$ cat config.mk
export PLATFORM = sky130hd
export DESIGN_NAME = if_stage_flat
export DESIGN_NICKNAME = d
export VERILOG_FILES = /design/src/rtl/if_stage_if.sv /design/src/rtl/if_stage.sv /design/src/flat_wrapper.sv
export SDC_FILE = /design/constraint.sdc
export NUM_CORES = 1
export LEC_CHECK = 0
export CAP_MARGIN = 40
export CORE_UTILIZATION = 45
export CTS_BUF_LIST = sky130_fd_sc_hd__clkbuf_16
export DETAILED_ROUTE_END_ITERATION = 8
export PLACE_DENSITY = 0.79
export SETUP_SLACK_MARGIN = 0.02
export SLEW_MARGIN = 25
export SYNTH_ARGS = -nofsm -noshare
export SYNTH_HDL_FRONTEND = slang
export SYNTH_SLANG_ARGS = --single-unit
$ cat constraint.sdc
create_clock -name clk_i -period 4.4 [get_ports clk_i]
set_input_delay 0.88 -clock clk_i [delete_from_list [all_inputs] [get_ports clk_i]]
set_output_delay 0.88 -clock clk_i [all_outputs]
set_load 0.02 [all_outputs]
$ cat src/rtl/if_stage_if.sv
// Bus bundle for if_stage: fetch control inputs, instruction-memory handshake and IF/ID outputs.
// Defining IF_STAGE_PERF_EN adds the stall_cycles_o counter output.
interface if_stage_if;
    logic        start_i;
    logic        stall_i;
    logic        redirect_i;
    logic [31:0] redirect_pc_i;
    logic        imem_req_o;
    logic [31:0] imem_addr_o;
    logic [31:0] imem_rdata_i;
    logic        imem_valid_i;
    logic [31:0] instr_o;
    logic [31:0] pc4_o;
    logic        valid_o;
`ifdef IF_STAGE_PERF_EN
    logic [31:0] stall_cycles_o;

    modport master (
        input  start_i, stall_i, redirect_i, redirect_pc_i, imem_rdata_i, imem_valid_i,
        output imem_req_o, imem_addr_o, instr_o, pc4_o, valid_o, stall_cycles_o
    );
    modport slave (
        output start_i, stall_i, redirect_i, redirect_pc_i, imem_rdata_i, imem_valid_i,
        input  imem_req_o, imem_addr_o, instr_o, pc4_o, valid_o, stall_cycles_o
    );
`else
    modport master (
        input  start_i, stall_i, redirect_i, redirect_pc_i, imem_rdata_i, imem_valid_i,
        output imem_req_o, imem_addr_o, instr_o, pc4_o, valid_o
    );
    modport slave (
        output start_i, stall_i, redirect_i, redirect_pc_i, imem_rdata_i, imem_valid_i,
        input  imem_req_o, imem_addr_o, instr_o, pc4_o, valid_o
    );
`endif
endinterface

$ cat src/rtl/if_stage.sv
// Instruction fetch stage: one outstanding imem request, 1-entry stall buffer, redirect squash.
// Optional stall-cycle counter enabled by defining IF_STAGE_PERF_EN.
module if_stage #(
    parameter logic [31:0] RESET_PC = 32'h0000_0000
) (
    input  logic       clk_i,
    input  logic       rst_i,
    if_stage_if.master bus
);
    typedef enum logic [1:0] {IDLE, FETCH, HOLD, SQUASH} state_t;

    state_t      state, state_nxt, resume;
    logic [31:0] pc, pc_nxt, pc_plus4, redirect_pc;
    logic [31:0] sq_addr, sq_addr_nxt;
    logic [31:0] hold_instr, hold_instr_nxt;
    logic [31:0] instr_p1, instr_nxt;
    logic [31:0] pc4_p1, pc4_nxt;
    logic        vld_p1, vld_nxt;

    assign redirect_pc = bus.redirect_pc_i & 32'hFFFF_FFFC;
    assign pc_plus4    = pc + 32'd4;
    assign resume      = bus.start_i ? FETCH : IDLE;

    always_comb begin
        state_nxt      = state;
        pc_nxt         = pc;
        sq_addr_nxt    = sq_addr;
        hold_instr_nxt = hold_instr;
        instr_nxt      = instr_p1;
        pc4_nxt        = pc4_p1;
        vld_nxt        = vld_p1;
        case (state)
            IDLE: begin
                if (bus.redirect_i) begin
                    pc_nxt  = redirect_pc;
                    vld_nxt = 1'b0;
                end else if (!bus.stall_i) begin
                    vld_nxt = 1'b0;
                end
                if (bus.start_i) state_nxt = FETCH;
            end
            FETCH: begin
                if (bus.redirect_i) begin
                    pc_nxt  = redirect_pc;
                    vld_nxt = 1'b0;
                    if (bus.imem_valid_i) begin
                        state_nxt = resume;
                    end else begin
                        // Request cannot be cancelled: keep its address visible while it drains.
                        sq_addr_nxt = pc;
                        state_nxt   = SQUASH;
                    end
                end else if (bus.imem_valid_i) begin
                    if (bus.stall_i) begin
                        hold_instr_nxt = bus.imem_rdata_i;
                        state_nxt      = HOLD;
                    end else begin
                        instr_nxt = bus.imem_rdata_i;
                        pc4_nxt   = pc_plus4;
                        vld_nxt   = 1'b1;
                        pc_nxt    = pc_plus4;
                        state_nxt = resume;
                    end
                end else if (!bus.stall_i) begin
                    vld_nxt = 1'b0;
                end
            end
            HOLD: begin
                if (bus.redirect_i) begin
                    pc_nxt    = redirect_pc;
                    vld_nxt   = 1'b0;
                    state_nxt = resume;
                end else if (!bus.stall_i) begin
                    instr_nxt = hold_instr;
                    pc4_nxt   = pc_plus4;
                    vld_nxt   = 1'b1;
                    pc_nxt    = pc_plus4;
                    state_nxt = resume;
                end
            end
            SQUASH: begin
                if (bus.redirect_i) pc_nxt = redirect_pc;
                if (bus.redirect_i || !bus.stall_i) vld_nxt = 1'b0;
                if (bus.imem_valid_i) state_nxt = resume;
            end
            default: state_nxt = IDLE;
        endcase
    end

    // IF/ID boundary
    always_ff @(posedge clk_i) begin
        if (rst_i) begin
            state    <= IDLE;
            pc       <= RESET_PC;
            instr_p1 <= 32'h0;
            pc4_p1   <= 32'h0;
            vld_p1   <= 1'b0;
        end else begin
            state    <= state_nxt;
            pc       <= pc_nxt;
            instr_p1 <= instr_nxt;
            pc4_p1   <= pc4_nxt;
            vld_p1   <= vld_nxt;
        end
    end

    // Buffer occupancy is implied by HOLD, so these capture registers need no reset.
    always_ff @(posedge clk_i) begin
        sq_addr    <= sq_addr_nxt;
        hold_instr <= hold_instr_nxt;
    end

    assign bus.imem_req_o  = (state == FETCH) || (state == SQUASH);
    assign bus.imem_addr_o = (state == SQUASH) ? sq_addr : pc;
    assign bus.instr_o     = instr_p1;
    assign bus.pc4_o       = pc4_p1;
    assign bus.valid_o     = vld_p1;

`ifdef IF_STAGE_PERF_EN
    logic [31:0] stall_cnt;

    always_ff @(posedge clk_i) begin
        if (rst_i) begin
            stall_cnt <= 32'h0;
        end else if ((((state == FETCH) && !bus.imem_valid_i) || (state == SQUASH))
                     && (stall_cnt != 32'hFFFF_FFFF)) begin
            stall_cnt <= stall_cnt + 32'd1;
        end
    end

    assign bus.stall_cycles_o = stall_cnt;
`endif
endmodule

$ cat src/flat_wrapper.sv
// flat-port wrapper written by rule: the top's interface ports become plain ports
module if_stage_flat 
#(
    parameter logic [31:0] RESET_PC = 32'h0000_0000
)
  (clk_i, rst_i, bus_start_i, bus_stall_i, bus_redirect_i, bus_redirect_pc_i, bus_imem_rdata_i, bus_imem_valid_i, bus_imem_req_o, bus_imem_addr_o, bus_instr_o, bus_pc4_o, bus_valid_o);
  if_stage_if bus_i ();
  input  logic clk_i;
  input  logic rst_i;
  input wire logic [$bits(bus_i.start_i)-1:0] bus_start_i;
  input wire logic [$bits(bus_i.stall_i)-1:0] bus_stall_i;
  input wire logic [$bits(bus_i.redirect_i)-1:0] bus_redirect_i;
  input wire logic [$bits(bus_i.redirect_pc_i)-1:0] bus_redirect_pc_i;
  input wire logic [$bits(bus_i.imem_rdata_i)-1:0] bus_imem_rdata_i;
  input wire logic [$bits(bus_i.imem_valid_i)-1:0] bus_imem_valid_i;
  output wire logic [$bits(bus_i.imem_req_o)-1:0] bus_imem_req_o;
  output wire logic [$bits(bus_i.imem_addr_o)-1:0] bus_imem_addr_o;
  output wire logic [$bits(bus_i.instr_o)-1:0] bus_instr_o;
  output wire logic [$bits(bus_i.pc4_o)-1:0] bus_pc4_o;
  output wire logic [$bits(bus_i.valid_o)-1:0] bus_valid_o;
  assign bus_i.start_i = bus_start_i;
  assign bus_i.stall_i = bus_stall_i;
  assign bus_i.redirect_i = bus_redirect_i;
  assign bus_i.redirect_pc_i = bus_redirect_pc_i;
  assign bus_i.imem_rdata_i = bus_imem_rdata_i;
  assign bus_i.imem_valid_i = bus_imem_valid_i;
  assign bus_imem_req_o = bus_i.imem_req_o;
  assign bus_imem_addr_o = bus_i.imem_addr_o;
  assign bus_instr_o = bus_i.instr_o;
  assign bus_pc4_o = bus_i.pc4_o;
  assign bus_valid_o = bus_i.valid_o;
  if_stage #(.RESET_PC(RESET_PC)) u_core (.clk_i(clk_i), .rst_i(rst_i), .bus(bus_i));
endmodule
==> results of run 1 <==
power by group through the flow:
stage,clock [mW],combinational (mW),sequential [mW]
global route,1.46,0.893,1.75
global placement,0,0.812,1.76
CTS,1.39,0.829,1.74
detailed placement,0,0.823,1.76
finish,1.37,0.827,1.74
floorplan,0,0.379,1.84
worst max-delay path: stages, from the launching register on:
cell	delay (ns)
sky130_fd_sc_hd__dfxtp_1	0.40
sky130_fd_sc_hd__ha_1	0.17
sky130_fd_sc_hd__buf_4	0.42
sky130_fd_sc_hd__mux2_2	0.41
sky130_fd_sc_hd__clkdlybuf4s50_1	0.55
logic make-up (layout without fill, tap and decap cells):
family,count (synthesis),in the layout,synth area share
AO/OA/AOI/OAI,167,167,0.157
XOR/XNOR,28,28,0.0345
adder cells (fa/ha/maj),6,6,0.0106
buffers and inverters,67,216,0.0414
flip-flops,157,157,0.530
multiplexers,64,64,0.0955
other,1,4,0.000528
AND/OR/NAND/NOR,190,190,0.131
cells in the mapped netlist (all sizes together), types with 9 or more instances:
cell    number
a211oi      43
a21oi       38
and3        10
buf         25
clkbuf      33
dfxtp       95
edfxtp      62
mux2        30
mux2i       34
nand2       32
nand3       36
nand4       11
nor2        70
o21ai       30
xnor2        9
xor2        19
sequential cells by signal, indices dropped and copies added (netlist names):
| register | cells |
|---|---|
| u_core.bus.pc4_o | 30 |
| u_core.sq_addr | 30 |
| u_core.pc | 30 |
| u_core.bus.valid_o | 1 |
| u_core.hold_instr | 32 |
| u_core.bus.instr_o | 32 |
| u_core.state | 2 |
routing by layer:
metal,share of wire,track usage,vias to the layer above,wire (µm)
met3,0.090,0.0842,19,1620
li1,-,-,2800,-
met1,0.42,0.274,2763,7570
met4,0.010,0.0588,0,179
met5,0,0,-,0
met2,0.48,0.374,235,8530
final timing paths:
check	endpoint	slack, ns	depth (start not counted)
worst min-delay path	u_core.bus.pc4_o[3]$_SDFFE_PP0P_	0.49	2
worst min register to register	u_core.bus.pc4_o[3]$_SDFFE_PP0P_	0.49	2
worst max-delay path	bus_imem_addr_o[15]	1.14	4
worst max register to register	u_core.pc[28]$_SDFFE_PP0P_	1.83	6
final cells by class:
| cell class | count | share of cell area |
|---|---|---|
| well taps | 211 | 0.0280 |
| clock buffers | 17 | 0.0451 |
| inverters | 9 | 0.00358 |
| repair buffers | 175 | 0.185 |
| multi-input cells | 459 | 0.326 |
| clock inverters | 15 | 0.0131 |
| flip-flops and latches | 157 | 0.399 |
metrics by stage:
| stage | hold slack (ns) | std cells | utilization | cell area [µm²] |
|---|---|---|---|---|
| 5_1_grt | 0.522 | 1043 | 0.616 | 9430 |
| 6_report | 0.492 | 1043 | 0.616 | 9430 |
| 4_1_cts | 0.499 | 1041 | 0.613 | 9390 |
| 2_1_floorplan | 0.403 | 683 | - | 7110 |
| 3_5_place_dp | 0.485 | 1009 | 0.577 | 8840 |
| 3_3_place_gp | 0.474 | 1009 | 0.577 | 8840 |
==> results.sh, run 1 <==
export IMPL_grt_overflow_total=0
export IMPL_routed_wire_length_per_instance_um=17.2
export IMPL_synth_top_cell_area_share=0.268
export IMPL_initialDrtViolationCount=453
export IMPL_synthDominantAreaCellType="sky130_fd_sc_hd__dfxtp_1"
export IMPL_cp_arrival_ns=2.38
export IMPL_cts_resized=0
export IMPL_cts_hold_buf=0
export IMPL_period_minus_slack_ns=3.26
export IMPL_ys_dominant_reg_cell="sky130_fd_sc_hd__dfxtp_1"
export IMPL_clkLatencyLatePin_ns=0.43
export IMPL_cellPowerDensity_mw_per_mm2=417
export IMPL_post_layout_total_power_mw=3.93
export IMPL_firstDrtPassIters=5
export IMPL_antenna_cells_inserted=0
export IMPL_cap_violations=0
export IMPL_synth_edff_count=62
export IMPL_cp_start_kind="flip-flop"
export IMPL_fillCellCount=1284
export IMPL_multiInputGateArea_mm2=0.00307
export IMPL_layout_cells_most_common_list="sky130_fd_sc_hd__clkdlybuf4s50_1 (160), sky130_fd_sc_hd__dfxtp_1 (95), sky130_fd_sc_hd__nor2_1 (68)"
export IMPL_hold_class="flip-flop to flip-flop"
export IMPL_post_synth_main_area_contributors="sky130_fd_sc_hd__dfxtp_1 (27%), sky130_fd_sc_hd__edfxtp_1 (26%), sky130_fd_sc_hd__mux2i_1 (4.8%)"
export IMPL_maxClockFrequency_mhz=306
export IMPL_crit_start="u_core.state[1]$_SDFFE_PP0P_"
export IMPL_combPwrFrac=0.210
export IMPL_synth_ff_latch_count=157
export IMPL_dieWidth_um=128
export IMPL_initial_core_util=0.464
export IMPL_rsz0062_at_grt="no"
export IMPL_netSwitchingFraction=0.288
export IMPL_floorplan_rows=45
export IMPL_internal_power_summed_over_all_cells_mw=2.80
export IMPL_drt_antenna_violating_nets=0
export IMPL_report_final_slew_viol_count=0
export IMPL_place_hpwl_um=11700
export IMPL_root_cell_of_the_clock_tree="sky130_fd_sc_hd__clkbuf_16"
export IMPL_finalSetupViolCount=0
export IMPL_final_layout_size_suffix_gt1_frac=0.101
export IMPL_power_leakage_nw=3.20
export IMPL_grt_first_pass_wirelength_um=28200
export IMPL_crit_fanout=34
export IMPL_period_share=0.742
export IMPL_vdd_ir_drop_max_mv=0.255
export IMPL_number_of_antenna_violations_at_the_first_check_in_global_routing=0
export IMPL_slew_headroom=0.434
export IMPL_core_mm2=0.0153
export IMPL_placement_setup_worst_slack_ns=0.866
export IMPL_routed_via_count=5817
export IMPL_clock_sink_count=157
export IMPL_count_of_pins_on_the_block_boundary=168
export IMPL_vias_per_cell=5.58
export IMPL_ff_latch_area_mm2=0.00376
export IMPL_p_sw_mw=1.13
export IMPL_clock_path_buffers=2
export IMPL_ys_seq_area_frac=0.530
export IMPL_global_route_usage_total=0.225
export IMPL_clock_tree_htree_level_count=4
export IMPL_finish_net_count=895
export IMPL_critical_path_class="flip-flop to output pin"
export IMPL_syn_cell_area_mm2=0.00710
export IMPL_synth_async_reset_ratio=0
export IMPL_worst_pin_slew_ns=0.846
export IMPL_vertical_die_dimension_um=128
export IMPL_numCtsBuffers=17
export IMPL_post_cts_setup_bufs=0
export IMPL_share_seq_of_total_power=0.442
export IMPL_netlist_instances=680
export IMPL_die_area_mm2=0.0163
export IMPL_cp_end_kind="output pin"
export IMPL_port_buffer_count=161
export IMPL_yosys_warnings=0
export IMPL_result_of_the_run="finished clean"
export IMPL_timing_final_ws_setup_ns=1.14
export IMPL_clock_tree_from_tritoncts="done"
export IMPL_hold_viol=0
export IMPL_totalNegativeSetupSlack_ns=0
export IMPL_syn_to_final_growth_pct=32.7
export IMPL_place_gp_congestion=0.853
export IMPL_post_route_drc_count=0
export IMPL_yosys_cell_types_count=59
export IMPL_finClkSkew_ns=0.00772
export IMPL_reg2reg_from="u_core.state[1]$_SDFFE_PP0P_"
export IMPL_mostFrequentLayoutCell="sky130_fd_sc_hd__clkdlybuf4s50_1"
export IMPL_clkSlewWorstSetupHoldPaths_ns=0.06
export IMPL_number_of_global_route_vias_before_repair=5542
export IMPL_worst_hold_startpoint="u_core.bus.pc4_o[3]$_SDFFE_PP0P_"
export IMPL_required_ns=3.52
export IMPL_power_clock_fraction=0.348
export IMPL_grt_max_degree=77
export IMPL_postSynthAreaPerCell_um2=10.4
export IMPL_wl_um=17900
No activity file was read; power rests on OpenSTA's default activity.
==> run 2: changes to the inputs <==
- PLACE_DENSITY: 0.79 -> 0.82
- clock period: 4.4 -> 2.9 ns (I/O delays scaled with it)
==> run 2 against run 1 <==
  * Setup slack got worse by 1.0 ns
  * Combinational power up 54%
  * Clock-buffer cell count unchanged
  * Non-clock buffer count up 10
==> results.sh, run 2 (same netlist as run 1, synthesis figures left out) <==
export IMPL_post_cts_setup_bufs=0
export IMPL_port_buffer_count=161
export IMPL_routed_wire_length_per_instance_um=17.1
export IMPL_finalSetupViolCount=0
export IMPL_antenna_cells_inserted=0
export IMPL_worst_pin_slew_ns=0.811
export IMPL_count_of_pins_on_the_block_boundary=168
export IMPL_reg2reg_from="u_core.state[1]$_SDFFE_PP0P_"
export IMPL_fillCellCount=1258
export IMPL_wl_um=18000
export IMPL_finClkSkew_ns=0.00859
export IMPL_vdd_ir_drop_max_mv=0.424
export IMPL_hold_class="primary input to flip-flop"
export IMPL_period_minus_slack_ns=2.79
export IMPL_power_leakage_nw=3.29
export IMPL_cap_violations=0
export IMPL_die_area_mm2=0.0163
export IMPL_crit_fanout=24
export IMPL_syn_to_final_growth_pct=34.7
export IMPL_final_layout_size_suffix_gt1_frac=0.115
export IMPL_post_layout_total_power_mw=6.11
export IMPL_maxClockFrequency_mhz=358
export IMPL_crit_start="u_core.state[1]$_SDFFE_PP0P_"
export IMPL_floorplan_rows=45
export IMPL_final_core_density=0.625
export IMPL_hold_viol=0
export IMPL_worst_hold_startpoint="rst_i"
export IMPL_clkSlewWorstSetupHoldPaths_ns=0.07
export IMPL_dpl_cell_area_mm2=0.00898
export IMPL_vias_per_cell=5.54
export IMPL_firstDrtPassIters=6
export IMPL_period_share=0.963
export IMPL_final_cell_area_mm2=0.00957
export IMPL_global_route_usage_total=0.228
export IMPL_report_final_slew_viol_count=0
export IMPL_root_cell_of_the_clock_tree="sky130_fd_sc_hd__clkbuf_16"
export IMPL_clock_sink_count=157
export IMPL_numCtsBuffers=17
export IMPL_core_mm2=0.0153
export IMPL_clock_tree_htree_level_count=4
export IMPL_required_ns=2.32
export IMPL_grt_first_pass_wirelength_um=28900
export IMPL_finish_net_count=905
export IMPL_totalNegativeSetupSlack_ns=0
export IMPL_initial_core_util=0.464
export IMPL_cp_start_kind="flip-flop"
export IMPL_place_gp_congestion=0.853
export IMPL_layout_cells_most_common_list="sky130_fd_sc_hd__clkdlybuf4s50_1 (159), sky130_fd_sc_hd__dfxtp_1 (95), sky130_fd_sc_hd__nor2_1 (68)"
export IMPL_clkLatencyLatePin_ns=0.43
export IMPL_drt_antenna_violating_nets=0
export IMPL_vertical_die_dimension_um=128
export IMPL_initialDrtViolationCount=509
export IMPL_post_route_drc_count=0
export IMPL_routed_via_count=5829
export IMPL_number_of_global_route_vias_before_repair=5672
export IMPL_critical_path_class="flip-flop to output pin"
export IMPL_grt_overflow_total=0
export IMPL_result_of_the_run="finished clean"
export IMPL_number_of_antenna_violations_at_the_first_check_in_global_routing=0
export IMPL_clock_tree_from_tritoncts="done"
export IMPL_mostFrequentLayoutCell="sky130_fd_sc_hd__clkdlybuf4s50_1"
export IMPL_clock_path_buffers=2
export IMPL_cp_arrival_ns=2.21
export IMPL_place_hpwl_um=12400
export IMPL_cp_end_kind="output pin"
export IMPL_dieWidth_um=128
export IMPL_rsz0062_at_grt="yes"
export IMPL_grt_max_degree=65
export IMPL_slew_headroom=0.457
export IMPL_cellPowerDensity_mw_per_mm2=638
[run 2: layer usage]
layer,vias up,wire length [µm],GRT usage
met4,0,243,0.0775
met5,-,0,0
li1,2813,-,-
met1,2770,7580,0.284
met2,225,8470,0.372
met3,21,1660,0.0750
[run 2: critical path: stages, from the launching register on]
cell	delay [ns]
sky130_fd_sc_hd__dfxtp_1	0.35
sky130_fd_sc_hd__ha_1	0.24
sky130_fd_sc_hd__buf_12	0.18
sky130_fd_sc_hd__o21ai_0	0.33
sky130_fd_sc_hd__clkdlybuf4s50_1	0.68
[run 2: stage by stage]
stage | worst slack, ns | hold slack (ns) | instances
after global placement | 0.287 | 0.474 | 1021
after CTS | 0.0681 | 0.440 | 1053
after detailed placement | 0.218 | 0.484 | 1021
after floorplan | 0.288 | 0.403 | 683
after global routing | 0.0195 | 0.459 | 1053
final | 0.108 | 0.451 | 1053
[run 2: path summary, 6_finish.rpt]
path	to	slack, ns	cells past startpoint
worst max-delay path	bus_imem_addr_o[18]	0.11	4
worst max register to register	u_core.pc[15]$_SDFFE_PP0P_	0.55	8
worst min-delay path	u_core.pc[23]$_SDFFE_PP0P_	0.45	2
worst min register to register	u_core.bus.pc4_o[3]$_SDFFE_PP0P_	0.50	2
[run 2: timing repair]
action / 4_1_cts / 5_1_grt
endpoints found under the hold margin: 0 / 0
gates resized for setup: 1 / 3
setup endpoints to repair: 11 / 20
hold buffers: 0 / 0
cloned: 0 / 0
[run 2: report_power, final]
| part | total, mW | switching, mW | internal [mW] |
|---|---|---|---|
| Sequential | 2.64 | 0.148 | 2.49 |
| Clock | 2.20 | 0.985 | 1.21 |
| Combinational | 1.27 | 0.674 | 0.601 |
[run 2: area by class of cell]
| type | instances | area [µm²] | share of cell area |
|---|---|---|---|
| clock buffer | 17 | 425 | 0.0445 |
| clock inverter | 15 | 150 | 0.0157 |
| sequential | 157 | 3760 | 0.393 |
| multi-input combinational | 459 | 3080 | 0.322 |
| tap | 211 | 264 | 0.0276 |
| timing repair buffer | 185 | 1850 | 0.194 |
| inverter | 9 | 33.8 | 0.00353 |
==> run 3: changes to the inputs <==
- RECOVER_POWER: unset -> 25
==> run 3 against run 2 <==
  * Critical path depth did not move
  * First-iteration DRC count fell by 6.1%
  * Non-clock buffer count did not move
  * Die area did not move
  * Routed wire length fell by 0.11%
  * Critical endpoint is now bus_imem_addr_o[6]
  * Largest cell class unchanged
==> results.sh, run 3 (same netlist as run 1, synthesis figures left out) <==
export IMPL_count_of_pins_on_the_block_boundary=168
export IMPL_worst_pin_slew_ns=0.805
export IMPL_required_ns=2.32
export IMPL_finClkSkew_ns=0.00780
export IMPL_clock_sink_count=157
export IMPL_clock_path_buffers=2
export IMPL_cellPowerDensity_mw_per_mm2=637
export IMPL_routed_via_count=5866
export IMPL_core_mm2=0.0153
export IMPL_clkLatencyLatePin_ns=0.43
export IMPL_numCtsBuffers=17
export IMPL_clock_tree_htree_level_count=4
export IMPL_wl_um=17900
export IMPL_root_cell_of_the_clock_tree="sky130_fd_sc_hd__clkbuf_16"
export IMPL_number_of_antenna_violations_at_the_first_check_in_global_routing=0
export IMPL_timing_critical_path_cells="ha_1 -> buf_4 -> o21ai_0 -> clkdlybuf4s50_1"
export IMPL_die_area_mm2=0.0163
export IMPL_rsz0062_at_grt="yes"
export IMPL_vertical_die_dimension_um=128
export IMPL_dieWidth_um=128
export IMPL_period_minus_slack_ns=2.81
export IMPL_maxClockFrequency_mhz=356
export IMPL_slowest_stage="sky130_fd_sc_hd__clkdlybuf4s50_1"
export IMPL_cp_arrival_ns=2.23
export IMPL_ff_latch_area_mm2=0.00376
export IMPL_routed_wire_length_per_instance_um=17.0
export IMPL_hold_viol=0
export IMPL_floorplan_rows=45
export IMPL_final_layout_size_suffix_gt1_frac=0.113
export IMPL_number_of_global_route_vias_before_repair=5672
export IMPL_grt_overflow_total=0
export IMPL_place_gp_congestion=0.853
export IMPL_timing_critical_path_slowest_cell_delay_ns=0.68
export IMPL_grtUsageMet3=0.0750
export IMPL_timing_final_ws_setup_ns=0.0936
export IMPL_cts_hold_buf=0
export IMPL_totalNegativeSetupSlack_ns=0
export IMPL_hold_class="primary input to flip-flop"
export IMPL_finalSetupViolCount=0
export IMPL_initial_core_util=0.464
export IMPL_critical_path_class="flip-flop to output pin"
export IMPL_finish_net_count=905
export IMPL_cp_end_kind="output pin"
export IMPL_vias_per_cell=5.57
export IMPL_grt_use_met2=0.372
export IMPL_multiInputGateArea_mm2=0.00307
export IMPL_result_of_the_run="finished clean"
export IMPL_period_share=0.968
export IMPL_global_route_usage_total=0.228
export IMPL_slew_headroom=0.462
export IMPL_placement_setup_worst_slack_ns=0.218
export IMPL_fillCellCount=1262
export IMPL_place_hpwl_um=12400
export IMPL_cp_start_kind="flip-flop"
export IMPL_grt_max_degree=65
export IMPL_drt_antenna_violating_nets=0
export IMPL_vdd_ir_drop_max_mv=0.424
export IMPL_report_final_slew_viol_count=0
export IMPL_post_route_drc_count=0
export IMPL_cap_violations=0
export IMPL_final_core_density=0.624
export IMPL_layout_cells_most_common_list="sky130_fd_sc_hd__clkdlybuf4s50_1 (121), sky130_fd_sc_hd__dfxtp_1 (95), sky130_fd_sc_hd__nor2_1 (68)"
export IMPL_clock_tree_from_tritoncts="done"
export IMPL_post_cts_setup_bufs=0
export IMPL_gr_usage_met1=0.284
export IMPL_critical_path_n_buffers_inverters=2
export IMPL_power_leakage_nw=3.31
export IMPL_firstDrtPassIters=5
export IMPL_post_layout_total_power_mw=6.09
export IMPL_grt_first_pass_wirelength_um=28900
export IMPL_syn_to_final_growth_pct=34.5
export IMPL_mostFrequentLayoutCell="sky130_fd_sc_hd__clkdlybuf4s50_1"
export IMPL_clkSlewWorstSetupHoldPaths_ns=0.07
export IMPL_initialDrtViolationCount=478
export IMPL_globalRoute_busiestLayer="met2"
export IMPL_port_buffer_count=161
export IMPL_antenna_cells_inserted=0
export IMPL_crit_fanout=10
export IMPL_critPathTopFamily="buffers and inverters"
run 3: area by class of cell:
| cell class | count | share of cell area |
|---|---|---|
| Inverter | 9 | 0.00354 |
| Multi-Input combinational cell | 459 | 0.321 |
| Tap cell | 211 | 0.0276 |
| Clock inverter | 15 | 0.0157 |
| Clock buffer | 17 | 0.0445 |
| Timing Repair Buffer | 185 | 0.193 |
| Sequential cell | 157 | 0.394 |
run 3: path summary, 6_finish.rpt:
kind	endpoint	slack [ns]	depth (start not counted)	start
worst max-delay path	bus_imem_addr_o[6]	0.09	4	u_core.state[1]$_SDFFE_PP0P_
worst max register to register	u_core.pc[15]$_SDFFE_PP0P_	0.55	8	u_core.state[1]$_SDFFE_PP0P_
worst min-delay path	u_core.pc[23]$_SDFFE_PP0P_	0.45	2	rst_i
worst min register to register	u_core.bus.pc4_o[3]$_SDFFE_PP0P_	0.50	2	u_core.bus.pc4_o[3]$_SDFFE_PP0P_
run 3: stage by stage:
stage,std cells,area (µm²),hold slack (ns)
2_1_floorplan,683,7120,0.403
3_3_place_gp,1021,8980,0.474
3_5_place_dp,1021,8980,0.484
4_1_cts,1053,9560,0.440
5_1_grt,1053,9550,0.459
6_report,1053,9550,0.452
run 3: repair_timing:
item | CTS | global route
pin swaps | 0 | 0
setup endpoints to repair | 11 | 20
resized for setup | 1 | 3
run 3: routing by layer:
layer,vias up,wire [µm],part of all wire
li1,2815,-,-
met1,2795,7600,0.42
met2,235,8450,0.47
met3,21,1620,0.091
met4,0,265,0.015
met5,-,0,0
run 3: where the power goes:
group	switching, mW	internal [mW]	total, mW	leakage (nW)
Sequential	0.148	2.49	2.64	1.35
Combinational	0.672	0.587	1.26	1.67
Clock	0.980	1.21	2.19	0.281
